[config.mk]
export PLATFORM = sky130hd
export DESIGN_NAME = bram_arbiter
export DESIGN_NICKNAME = d
export VERILOG_FILES = /design/src/rtl/bram_arbiter.sv
export SDC_FILE = /design/constraint.sdc
export NUM_CORES = 1
export LEC_CHECK = 0
export BUFFER_PORTS_ARGS = -buffer_cell sky130_fd_sc_hd__buf_2
export CORE_ASPECT_RATIO = 1.75
export CORE_UTILIZATION = 39
export DETAILED_ROUTE_END_ITERATION = 7
export GPL_ROUTABILITY_DRIVEN = 0
export MAX_ROUTING_LAYER = met4
export PLACE_DENSITY = 0.77
export SLEW_MARGIN = 20
export SYNTH_ARGS = -nofsm -noshare
export SYNTH_HDL_FRONTEND = slang
export SYNTH_SLANG_ARGS = --single-unit
[constraint.sdc]
create_clock -name clk -period 1.8 [get_ports clk]
set_input_delay 0.09 -clock clk [delete_from_list [all_inputs] [get_ports clk]]
set_output_delay 0.09 -clock clk [all_outputs]
set_load 0.02 [all_outputs]
[src/rtl/bram_arbiter.sv]
// bram_arbiter: two-requester round-robin arbiter and sequencer for one
// 32-bit BlockRAM tile. It issues at most one read or write per cycle and
// steers each read response back to the requester that asked for it.
// Optional build macro BRAM_ARB_CLEAR_EN: zero-fills the whole RAM after
// reset before any request is accepted.
//
// Handshake: req_valid[i] is held by requester i; req_ready[i] is
// combinational and is high only for the single granted requester while the
// block is running; a request is consumed on the rising edge where
// req_valid[i] && req_ready[i]. Responses (rsp_valid) are one-cycle strobes
// with no back-pressure, returned in issue order.
module bram_arbiter #(
   parameter int ADDR_WIDTH = 8,
   parameter int DATA_WIDTH = 32,
   parameter int RD_LATENCY = 1
) (
   input  logic                    clk,
   input  logic                    rst_n,
   input  logic [1:0]              req_valid,
   output logic [1:0]              req_ready,
   input  logic [1:0]              req_we,
   input  logic [2*ADDR_WIDTH-1:0] req_addr,
   input  logic [2*DATA_WIDTH-1:0] req_wdata,
   output logic [1:0]              rsp_valid,
   output logic [DATA_WIDTH-1:0]   rsp_rdata,
   output logic [ADDR_WIDTH-1:0]   bram_rd_addr,
   output logic [ADDR_WIDTH-1:0]   bram_wr_addr,
   output logic [DATA_WIDTH-1:0]   bram_wr_data,
   output logic                    bram_we,
   input  logic [DATA_WIDTH-1:0]   bram_rd_data,
   output logic                    init_done
);

   typedef enum logic {
      ST_INIT = 1'b0,
      ST_RUN  = 1'b1
   } state_t;

   state_t                  state;
   logic                    ptr;
   logic                    gnt_idx;
   logic                    accept;
   logic                    rd_issue;
   logic [1:0]              gnt;
   logic                    sel_we;
   logic [ADDR_WIDTH-1:0]   sel_addr;
   logic [DATA_WIDTH-1:0]   sel_wdata;
   // Stage 0 lines up with bram_rd_addr; the last stage lines up with
   // bram_rd_data, RD_LATENCY cycles later.
   logic [RD_LATENCY:0]     pipe_v;
   logic [RD_LATENCY:0]     pipe_tag;
`ifdef BRAM_ARB_CLEAR_EN
   // One extra bit so the "all words written" condition is the MSB.
   logic [ADDR_WIDTH:0]     clr_cnt;
`endif

   // Round-robin grant: pointer wins on contention, otherwise the lone requester.
   always_comb begin
      gnt     = 2'b00;
      gnt_idx = 1'b0;
      if (req_valid == 2'b11) begin
         gnt_idx = ptr;
      end else begin
         gnt_idx = req_valid[1];
      end
      // init_done is registered, so the first cycle after reset never grants.
      accept = rst_n && (state == ST_RUN) && init_done && (req_valid != 2'b00);
      if (accept) begin
         gnt[gnt_idx] = 1'b1;
      end
   end

   assign req_ready = gnt;
   assign sel_we    = gnt_idx ? req_we[1] : req_we[0];
   assign sel_addr  = gnt_idx ? req_addr[ADDR_WIDTH +: ADDR_WIDTH]
                              : req_addr[0 +: ADDR_WIDTH];
   assign sel_wdata = gnt_idx ? req_wdata[DATA_WIDTH +: DATA_WIDTH]
                              : req_wdata[0 +: DATA_WIDTH];
   assign rd_issue  = accept && !sel_we;

   // Response strobe goes to the tagged requester; silenced while in reset so
   // nothing in flight leaks out during the reset cycle.
   assign rsp_valid = (rst_n && pipe_v[RD_LATENCY])
                      ? (pipe_tag[RD_LATENCY] ? 2'b10 : 2'b01) : 2'b00;
   assign rsp_rdata = bram_rd_data;

   // Control FSM, BRAM port registers, pointer and response tag pipe.
   always_ff @(posedge clk) begin
      if (!rst_n) begin
`ifdef BRAM_ARB_CLEAR_EN
         state   <= ST_INIT;
         clr_cnt <= '0;
`else
         state   <= ST_RUN;
`endif
         init_done    <= 1'b0;
         ptr          <= 1'b0;
         bram_we      <= 1'b0;
         bram_rd_addr <= '0;
         bram_wr_addr <= '0;
         bram_wr_data <= '0;
         pipe_v       <= '0;
         pipe_tag     <= '0;
      end else begin
         bram_we <= 1'b0;
         if (RD_LATENCY > 0) begin
            pipe_v   <= {pipe_v[RD_LATENCY-1:0], rd_issue};
            pipe_tag <= {pipe_tag[RD_LATENCY-1:0], gnt_idx};
         end
         case (state)
            ST_INIT: begin
`ifdef BRAM_ARB_CLEAR_EN
               if (clr_cnt[ADDR_WIDTH]) begin
                  // Last zero write already issued last cycle.
                  state     <= ST_RUN;
                  init_done <= 1'b1;
               end else begin
                  bram_we      <= 1'b1;
                  bram_wr_addr <= clr_cnt[ADDR_WIDTH-1:0];
                  bram_wr_data <= '0;
                  clr_cnt      <= clr_cnt + 1'b1;
               end
`else
               state <= ST_RUN;
`endif
            end
            ST_RUN: begin
               init_done <= 1'b1;
               if (accept) begin
                  ptr <= ~gnt_idx;
                  if (sel_we) begin
                     bram_we      <= 1'b1;
                     bram_wr_addr <= sel_addr;
                     bram_wr_data <= sel_wdata;
                  end else begin
                     bram_rd_addr <= sel_addr;
                  end
               end
            end
            default: state <= ST_RUN;
         endcase
      end
   end

endmodule

==> results.py, run 1 <==
metrics = {
    "routing": {
        "post_drt_wl_per_cell_um": 17.7,
        "via_per_inst": 5.76,
        "drtPass1Iterations": 6,
        "vias": 3015,
        "drtAntennaViolNets": 0,
        "wl_um": 9250,
        "drc": 8,
        "drt_iter0_drc": 165,
    },
    "synthesis": {
        "syn_nets": 457,
        "synth-main-ff-cell": "dfxtp_1",
        "ys_ff_latch": 55,
        "synth_area_um2": 3260,
        "yosysUniqueCellTypes": 28,
        "synth.yosys.seq_area_share_pct": 33.8,
        "synthCells": 339,
        "avgSynthCellArea_um2": 9.61,
        "yosys_warnings": 0,
        "synth_enable_flop_cells": 0,
        "synthArstFlopShare_pct": 0,
    },
    "outcome": {
        "outcome": "finished, violations left",
        "violations": "DRC",
    },
    "clock_tree": {
        "clockRootBuffer": "clkbuf_16",
        "cts_buffer_depth": 2,
        "cts_resized": 0,
        "hold_buffers": 0,
        "cts_tree": "yes",
        "cts_made_buffers": 5,
        "htreeDepth": 2,
        "cts_sinks": 55,
        "clkTransAtPathRegs_ns": 0.07,
        "cts_setup_buffers": 0,
        "clk_latency_ns": 0.28,
    },
    "global_routing": {
        "grt_max_degree": 39,
        "track_usage_pct": 21.3,
        "grt_remaining_overflow": 0,
        "antenna_found_initial": 0,
        "grt_pass1_wl_um": 13900,
        "grt_pass1_vias": 2907,
    },
    "die": {
        "dieArea_um2": 8740,
        "die_h_um": 123,
        "chipWidth_um": 71.1,
        "rows": 43,
        "initial_core_util_pct": 40.7,
        "io_pins": 204,
        "core_um2": 8020,
    },
    "sta": {
        "worst_pin_slew_ns": 0.875,
        "period_minus_slack_ns": 1.60,
        "rsz0062_at_grt": "no",
        "setup_viol": 0,
        "fin_crit_sh_pct": 89.0,
        "finalSetupTns_ns": 0,
        "fin_skew_ns": 0.00477,
        "slew_violations": 0,
        "hold_viol": 0,
        "max_freq_ghz": 0.624,
        "slew_headroom_pct": 41.7,
    },
    "setup_path": {
        "crit_arrival_ns": 1.77,
        "crit_start": "ptr",
        "required_ns": 1.97,
        "path_cells": "and2b_2, buf_4, nor4b_2, a31oi_1, o221a_1",
        "slowest_stage": "dfxtp_1",
        "crit_type": "reg2reg",
        "worstSetupStartpointType": "flip-flop",
        "reg2reg_from": "ptr",
        "critical_path_peak_fanout": 14,
        "worst_path_largest_cell_delay_ns": 0.36,
        "worstSetupEndpointType": "flip-flop",
    },
    "run": {
        "cap_violations": 0,
    },
    "pwr": {
        "p_leak_nw": 1.82,
        "vdd_drop_max_mv": 0.496,
        "p_per_area_nw_per_um2": 779,
    },
    "place": {
        "dp.cells": 515,
        "io_buffers": 139,
        "dpl.hpwl_um": 6840,
    },
    "finish": {
        "mostFrequentLayoutCells": "buf_2, dfxtp_1, a31oi_1",
        "regArea_um2": 1100,
        "finalNonFillerCells": 523,
        "syn_to_final_growth_pct": 21.1,
        "final_common_cell": "buf_2",
        "layout-drive-gt1-share_pct": 46.0,
        "multi_input_area_um2": 1570,
        "fill_cells": 735,
        "final_nets": 550,
        "n_antenna_cell": 0,
    },
    "min_path": {
        "min_from": "req_addr[9]",
        "holdCritPathClass": "in2reg",
    },
}
[area by class of cell]
type	instances	area share (%)
Clock buffer	8	3.96
Inverter	34	3.23
Multi-Input combinational cell	181	39.8
Sequential cell	55	27.9
Tap cell	90	2.85
Timing Repair Buffer	155	22.3
[sequential cells by signal (all words and copies together), names as in the netlist]
name / flops
bram_wr_data: 32
bram_rd_addr: 8
bram_wr_addr: 8
pipe_tag: 2
pipe_v: 2
bram_we: 1
init_done: 1
ptr: 1
[worst max-delay path, delay by kind of cell, from the launching register on]
kind            cells  cell delay [ns]
compound gates      2             0.32
buf+inv             1             0.24
flops               1             0.36
simple gates        2             0.55
[per-stage QoR]
stage	total power, mW	area [um2]	hold slack, ns	utilization, %	setup WS, ns
4_1_cts	3.11	3950	0.107	49.2	0.197
2_1_floorplan	1.92	3260	0.118	-	0.428
5_1_grt	3.20	3950	0.125	49.2	0.0676
6_report	3.07	3950	0.110	49.2	0.198
3_3_place_gp	2.08	3790	0.180	47.3	0.256
3_5_place_dp	2.10	3790	0.180	47.3	0.133
[kinds of logic (layout without fill, tap and decap cells)]
family | Yosys count | count (layout) | synth area share, %
AOI/OAI and AO/OA | 87 | 87 | 22.2
and+or+nand+nor | 78 | 78 | 20.8
DFF | 55 | 55 | 33.8
buffers and inverters | 103 | 197 | 18.2
muxes | 16 | 16 | 4.91
[synthesized netlist by cell type (all sizes together), types with 2 or more instances]
master  count  area, um2
clkbuf     17       63.8
nor2        4       15.0
dfxtp      55       1100
o21ai       2       21.3
mux2i      16        160
o22ai       8       50.1
and2        2       12.5
nor4b      32        474
a21oi       3       26.3
a31oi      40        250
o221a      32        360
inv        34        128
nor3        8       40.0
and3        2       12.5
buf        52        403
nand2      26       97.6
[path summary, 6_finish.rpt]
path / to / cells past startpoint / slack [ns]
setup / recovery: bram_wr_data[19] / 5 / 0.20
hold / removal: bram_rd_addr[1] / 3 / 0.11
setup reg to reg: bram_wr_data[19] / 5 / 0.20
hold reg to reg: pipe_v[1] / 1 / 0.44
[metal layers]
metal | global-route usage, % | routed length [um]
met1 | 20.8 | 3250
met2 | 38.9 | 5130
met3 | 2.85 | 428
met4 | 14.1 | 434
met5 | - | 0
[power breakdown]
group	internal, mW	leakage [nW]	switching, mW
clock	0.593	0.0772	0.414
combinational	0.305	1.29	0.421
sequential	1.30	0.451	0.0439
Note: power is estimated with default switching activity, not from simulation.
==> run 2: changes to the inputs <==
Settings changed: CORE_MARGIN set to 5.
==> run 2 against run 1 <==
Effect of this change: the flow now finishes without violations; flip-flop and latch count unchanged; non-clock buffer count down 2; largest cell class unchanged; first-iteration DRC count down 24%; global-route usage down 2.7 points; cell area down 0.48%.
==> results.py, run 2 (synthesis results as in run 1) <==
metrics = {
    "routing": {
        "drt_iter0_drc": 126,
        "drtPass1Iterations": 4,
        "wl_um": 9480,
        "drtAntennaViolNets": 0,
        "post_drt_wl_per_cell_um": 18.2,
        "drc": 0,
        "via_per_inst": 5.58,
        "vias": 2915,
    },
    "finish": {
        "mostFrequentLayoutCells": "buf_2, dfxtp_1, a31oi_1",
        "syn_to_final_growth_pct": 20.5,
        "n_antenna_cell": 0,
        "fill_cells": 797,
        "largest_reg_flops": 32,
        "reg_top3": "bram_wr_data (32), bram_rd_addr (8), bram_wr_addr (8)",
        "layout-drive-gt1-share_pct": 45.8,
        "final_common_cell": "buf_2",
        "final_nets": 548,
        "largest-register": "bram_wr_data",
    },
    "pwr": {
        "p_leak_nw": 1.80,
        "pwr-share-seq_pct": 43.1,
        "vdd_drop_max_mv": 0.602,
        "p_per_area_nw_per_um2": 794,
        "power_frac_comb_pct": 22.8,
        "switchingPower_mw": 0.877,
        "intPower_mw": 2.24,
        "p_total_mw": 3.12,
        "p_sw_share_pct": 28.1,
        "pwr-share-clk_pct": 34.1,
    },
    "clock_tree": {
        "cts_sinks": 55,
        "clockRootBuffer": "clkbuf_16",
        "htreeDepth": 2,
        "cts_made_buffers": 5,
        "cts_setup_buffers": 0,
        "cts_buffer_depth": 2,
        "cts_resized": 0,
        "clk_latency_ns": 0.29,
        "hold_buffers": 0,
        "clkTransAtPathRegs_ns": 0.07,
        "cts_tree": "yes",
    },
    "sta": {
        "setup_viol": 0,
        "finalSetupTns_ns": 0,
        "period_minus_slack_ns": 1.66,
        "slew_headroom_pct": 70.6,
        "max_freq_ghz": 0.601,
        "hold_viol": 0,
        "slew_violations": 0,
        "worst_pin_slew_ns": 0.442,
        "rsz0062_at_grt": "no",
        "fin_crit_sh_pct": 92.5,
        "fin_skew_ns": 0.00673,
    },
    "global_routing": {
        "track_usage_pct": 18.6,
        "grt_remaining_overflow": 0,
        "grt_pass1_vias": 2968,
        "grt_pass1_wl_um": 14600,
        "grt_max_degree": 41,
        "antenna_found_initial": 0,
    },
    "die": {
        "die_h_um": 131,
        "initial_core_util_pct": 39.5,
        "rows": 44,
        "io_pins": 204,
        "chipWidth_um": 79.1,
        "core_um2": 8260,
        "dieArea_um2": 10400,
    },
    "outcome": {
        "outcome": "finished, final reports clean",
    },
    "place": {
        "dpl.hpwl_um": 7130,
        "io_buffers": 139,
    },
    "setup_path": {
        "path_cells": "and2b_2, buf_4, nor2_1, and3_1, buf_2",
        "reg2reg_from": "ptr",
        "worst_path_largest_cell_delay_ns": 0.36,
        "crit_type": "reg2out",
        "reg2reg_slack_ns": 0.18,
        "worstSetupEndpointType": "output port",
        "crit_arrival_ns": 1.57,
        "crit_start": "ptr",
        "slowest_stage": "dfxtp_1",
        "required_ns": 1.71,
        "worstSetupStartpointType": "flip-flop",
        "critical_path_peak_fanout": 17,
    },
    "min_path": {
        "holdCritPathClass": "in2reg",
        "min_from": "req_addr[12]",
    },
    "run": {
        "cap_violations": 0,
    },
}
run 2: area by class of cell:
class	count	area (um2)	share of cell area [%]
inverters	34	128	3.25
repair buffers	153	851	21.7
multi-input cells	181	1570	40.0
flip-flops and latches	55	1100	28.0
clock buffers	5	125	3.18
clock inverters	2	37.5	0.955
well taps	92	115	2.93
run 2: final timing paths:
kind | to | cells past startpoint
hold / removal | bram_rd_addr[4] | 3
hold reg to reg | pipe_tag[1] | 1
setup reg to reg | bram_wr_data[20] | 6
setup / recovery | req_ready[1] | 5
run 2: power groups by stage:
stage	combinational [mW]	clock, mW	sequential (mW)
after floorplan	0.463	0	1.46
after global placement	0.699	0	1.37
after detailed placement	0.720	0	1.37
after CTS	0.720	1.10	1.34
after global routing	0.770	1.17	1.35
final	0.712	1.07	1.34
run 2: metal layers:
| layer | GRT usage [%] | vias to the layer above | routed length, um | part of all wire (%) |
|---|---|---|---|---|
| met5 | - | - | 0 | 0 |
| met4 | 10.0 | 0 | 372 | 3.9 |
| met3 | 2.95 | 34 | 546 | 5.8 |
| met2 | 33.7 | 107 | 5160 | 54 |
| met1 | 18.9 | 1376 | 3400 | 36 |
| li1 | - | 1398 | - | - |
run 2: metrics by stage:
stage / util (%) / setup slack [ns] / instances / hold WS [ns] / cell area (um2)
after floorplan: - / 0.428 / 339 / 0.118 / 3260
after global placement: 45.6 / 0.244 / 515 / 0.180 / 3770
after detailed placement: 45.6 / 0.182 / 515 / 0.180 / 3770
after CTS: 47.6 / 0.130 / 522 / 0.0960 / 3930
after global routing: 47.6 / 0.0627 / 522 / 0.0977 / 3930
final: 47.6 / 0.135 / 522 / 0.107 / 3930
run 2: worst max-delay path, delay by kind of cell (launching register included):
| kind | cells | cell delay, ns |
|---|---|---|
| flip-flops | 1 | 0.36 |
| buffers and inverters | 2 | 0.37 |
| AND/OR/NAND/NOR | 3 | 0.55 |
